==> src/rtl/jet_sprite_render.sv <==
// rtl/jet_sprite_render.sv - jet sprite hit test, ROM addressing and transparency pipeline (optional JET_MIRROR_EN)
module jet_sprite_render #(
    parameter int          SPR_W       = 24,
    parameter int          SPR_H       = 20,
    parameter logic [23:0] TRANSPARENT = 24'hffffff
) (
    input  logic        Clk,
    input  logic        Reset,
    input  logic        vs,
    input  logic [9:0]  DrawX,
    input  logic [9:0]  DrawY,
    input  logic [9:0]  jet_x,
    input  logic [9:0]  jet_y,
    input  logic        facing_left,
    output logic [8:0]  rom_address,
    input  logic [23:0] rom_data,
    output logic        pixel_valid,
    output logic [23:0] pixel_rgb
);

    logic        vs_d;
    logic        frame_latch;
    logic [9:0]  pos_x;
    logic [9:0]  pos_y;
    logic        pos_ok;
    logic        hit;
    logic        hit1;
    logic        hit2;
    logic [10:0] x11;
    logic [10:0] y11;
    logic [10:0] px11;
    logic [10:0] py11;
    logic [10:0] x_end;
    logic [10:0] y_end;
    logic [10:0] col_off;
    logic [10:0] row_off;
    logic [10:0] col;
    logic [21:0] lin;
    logic [8:0]  addr;
    logic        unused_bits;

    // Falling edge of the active-low vertical sync marks the start of blanking.
    assign frame_latch = vs_d & ~vs;

    // Widen to 11 bits so pos+size never wraps and off-screen sprites clip naturally.
    assign x11   = {1'b0, DrawX};
    assign y11   = {1'b0, DrawY};
    assign px11  = {1'b0, pos_x};
    assign py11  = {1'b0, pos_y};
    assign x_end = px11 + 11'(SPR_W);
    assign y_end = py11 + 11'(SPR_H);

    assign hit = pos_ok & (x11 >= px11) & (x11 < x_end) & (y11 >= py11) & (y11 < y_end);

    assign col_off = x11 - px11;
    assign row_off = y11 - py11;

`ifdef JET_MIRROR_EN
    logic mir;
    assign col = mir ? (11'(SPR_W - 1) - col_off) : col_off;
`else
    assign col = col_off;
`endif

    // Row-major sprite index; only the low 9 bits address the ROM.
    assign lin  = 22'(row_off) * 22'(SPR_W) + 22'(col);
    assign addr = hit ? lin[8:0] : 9'd0;

    // High product bits are zero whenever hit is set; facing_left matters only when mirroring.
    assign unused_bits = ^{lin[21:9], facing_left};

    // Frame-rate state: sync edge history and the position captured once per frame.
    always_ff @(posedge Clk or posedge Reset) begin
        if (Reset) begin
            vs_d   <= 1'b1;
            pos_x  <= 10'd0;
            pos_y  <= 10'd0;
            pos_ok <= 1'b0;
`ifdef JET_MIRROR_EN
            mir    <= 1'b0;
`endif
        end else begin
            vs_d <= vs;
            if (frame_latch) begin
                pos_x  <= jet_x;
                pos_y  <= jet_y;
                pos_ok <= 1'b1;
`ifdef JET_MIRROR_EN
                mir    <= facing_left;
`endif
            end
        end
    end

    // Pixel pipeline: address out in stage 1, hit delayed twice to meet the ROM's registered data.
    always_ff @(posedge Clk or posedge Reset) begin
        if (Reset) begin
            rom_address <= 9'd0;
            hit1        <= 1'b0;
            hit2        <= 1'b0;
        end else begin
            rom_address <= addr;
            hit1        <= hit;
            hit2        <= hit1;
        end
    end

    assign pixel_valid = hit2 & (rom_data != TRANSPARENT);
    assign pixel_rgb   = pixel_valid ? rom_data : 24'h000000;

endmodule
==> config.mk <==
export PLATFORM = sky130hd
export DESIGN_NAME = jet_sprite_render
export DESIGN_NICKNAME = d
export VERILOG_FILES = /design/src/rtl/jet_sprite_render.sv
export SDC_FILE = /design/constraint.sdc
export NUM_CORES = 1
export LEC_CHECK = 0
export ABC_CLOCK_PERIOD_IN_PS = 5000
export CELL_PAD_IN_SITES_DETAIL_PLACEMENT = 1
export CELL_PAD_IN_SITES_GLOBAL_PLACEMENT = 2
export CORE_UTILIZATION = 27
export CTS_BUF_LIST = sky130_fd_sc_hd__clkbuf_16
export DETAILED_ROUTE_END_ITERATION = 8
export PLACE_DENSITY = 0.81
export SKIP_CTS_REPAIR_TIMING = 1
export SLEW_MARGIN = 25
export SYNTH_ARGS = -nofsm -noshare
export SYNTH_HDL_FRONTEND = slang
export SYNTH_SLANG_ARGS = --single-unit
==> constraint.sdc <==
create_clock -name Clk -period 5 [get_ports Clk]
set_clock_uncertainty 0.2 [all_clocks]
set_input_delay 1.5 -clock Clk [delete_from_list [all_inputs] [get_ports Clk]]
set_output_delay 1.5 -clock Clk [all_outputs]
set_load 0.05 [all_outputs]
==> out/qor.yml <==
cp_top_family: "simple AND/OR/NAND/NOR gates"
core_area_um2: 10900
drv_cap: 0
setup_ws_ps: -26.2
hold_viol: 0
cts_sinks: 33
grt.total_usage_pct: 15.9
setup_tns_ps: -184
cp_cell_sequence: "clkdlybuf4s50_1 -> nand4_1 -> or4_4 -> o31a_4 -> and2_4 -> buf_8"
p_leak_uw: 0.00228
cts_buffer_depth: 2
clock.fmax_ghz: 0.199
stdcell_area_um2: 4730
mostFrequentLayoutCells: "58 x clkdlybuf4s50_1, 44 x ha_1, 38 x buf_4"
antenna_found_initial: 0
async_reset_ff_share_pct: 100
endpoint_kind: "primary output"
cts_root_buf: "clkbuf_16"
cts_buffers: 5
htree_levels: 2
post_drt_wl_per_cell_um: 16.0
place_inst: 583
synth_edf_count: 0
mostFrequentLayoutCell: "clkdlybuf4s50_1"
synthDistinctLibCells: 48
die_h_um: 108
dp_hpwl_um: 7530
num_vias: 2872
powerDensity_nw_per_um2: 396
worst_ep_arrival_time_ps: 3330
grt_pass1_wl_um: 14500
worstPathRequired_ps: 3300
synth_nets: 451
multi_input_area_um2: 2180
final_core_util_pct: 43.4
grt_max_degree: 26
placement_rows: 38
clk_latency_ps: 280
synth_top_area_share_pct: 26.4
min_period_ps: 5030
slew_headroom_pct: 52.8
io_pins: 102
first_global_vias: 3012
place_congestion: 0.822
drt-initial-drc-count: 81
synth_area_per_cell_um2: 9.35
dieArea_um2: 11700
synth_flop_cell: "dfrtp_1"
vdd_drop_max_v: 0.000230
port_buffers: 100
first_pass_iters: 4
n_fill_cell: 1227
start_kind: "input port"
drive_above_1_share_pct: 20.7
crit_slowest_cell: "clkdlybuf4s50_1"
syn_inst: 325
ant_nets: 0
fin_crit_sh_pct: 101
grt_overflow: 0
yosys_warnings: 0
hold_class: "flip-flop to flip-flop"
totalWireLength_um: 9600
ys_ff_latch: 33
worst_pin_slew_ps: 707
status: "finished with violations"
finalMaxSlewViolations: 0
die_x_um: 108
fin_nets: 584
clk_pin_slew_worst_paths_ps: 50
worstPathMaxFanout: 6
via_per_inst: 4.79
slowest_delay_ps: 510
syn-cell-area_um2: 3040
critical_path_buf_inv_count: 2
yosys.area.top_type: "dfrtp_1"
setup_violations: 12
placed_area_um2: 4300
fin_cells: 599
violations: "setup timing"
ys_seq_area_share_pct: 27.2
post-route-drc-count: 0
cts_tree: "built"
initial_core_util_pct: 27.9
insertedDiodeCount: 0
area_delta_synth_final_pct: 55.7
critical_path_class: "input port to primary output"
synthTopCellsByArea: "dfrtp_1 26%, ha_1 20%, fa_1 6.6%"
seq_area_um2: 827
[cell usage after synthesis (2+ instances only)]
library cell	count
ha_1	48
a21o_1	3
nor2_1	17
dfrtp_1	32
a21boi_0	2
nand3_1	7
xnor2_1	16
a21oi_1	7
nor3_1	4
nor3_2	3
nand3b_1	2
inv_1	33
buf_6	2
o2111ai_1	4
fa_1	10
and2_1	24
o21a_1	6
mux2_2	2
clkbuf_1	3
nand2b_1	2
a211oi_1	4
nand4_1	8
nand2_1	23
xor2_1	6
o21ai_0	30
nor2b_1	5
[cells by family after synthesis]
kind of cell	Yosys count	synth area share, %
adder cells (fa/ha/maj)	58	26.4
buffers and inverters	39	5.31
flip-flops	33	27.2
multiplexers	2	0.741
AND/OR/NAND/NOR	100	18.0
XOR/XNOR	23	7.08
AO/OA/AOI/OAI	70	15.3
[per-layer routing]
metal,wire length [µm],vias up,track usage [%]
met1,3980,1389,18.3
li1,-,1406,-
met3,473,6,2.65
met2,5050,71,30.2
met5,0,-,0
met4,90,0,4.01
[state kept, by name, summed over array words and instances, names as in the netlist]
signal	cells
pos_y	10
pos_ok	1
pos_x	10
hit2	1
hit1	1
vs_d	1
rom_address	9
[worst paths after layout]
check	cells after the start	start	endpoint	slack, ps
worst max-delay path	6	rom_data[6]	pixel_rgb[13]	-30
worst min-delay path	0	hit1	hit2	150
worst max register to register	12	pos_y[0]	rom_address[8]	1210
worst min register to register	0	hit1	hit2	150
max in group asynchronous	3	Reset	rom_address[0]	2460
min in group asynchronous	2	Reset	pos_y[9]	1440
[report_power, final]
| group | switching (µW) | internal, µW |
|---|---|---|
| Sequential | 25.0 | 302 |
| Clock | 115 | 181 |
| Combinational | 616 | 635 |
| Total | 755 | 1120 |
[metrics by stage]
step	total power, µW	setup slack (ps)	hold slack [ps]
floorplan	1070	278	131
global placement	1430	-346	136
detailed placement	1460	-444	140
CTS	1780	-378	152
global route	2030	-43.5	168
finish	1870	-26.2	149
[final cells by class]
type,instances,area share [%]
multi-input combinational,256,46.2
timing repair buffer,129,27.1
sequential,33,17.5
tap,140,3.70
clock buffer,5,2.64
inverter,33,2.62
clock inverter,3,0.291
Power figures use the tool's default switching activity.
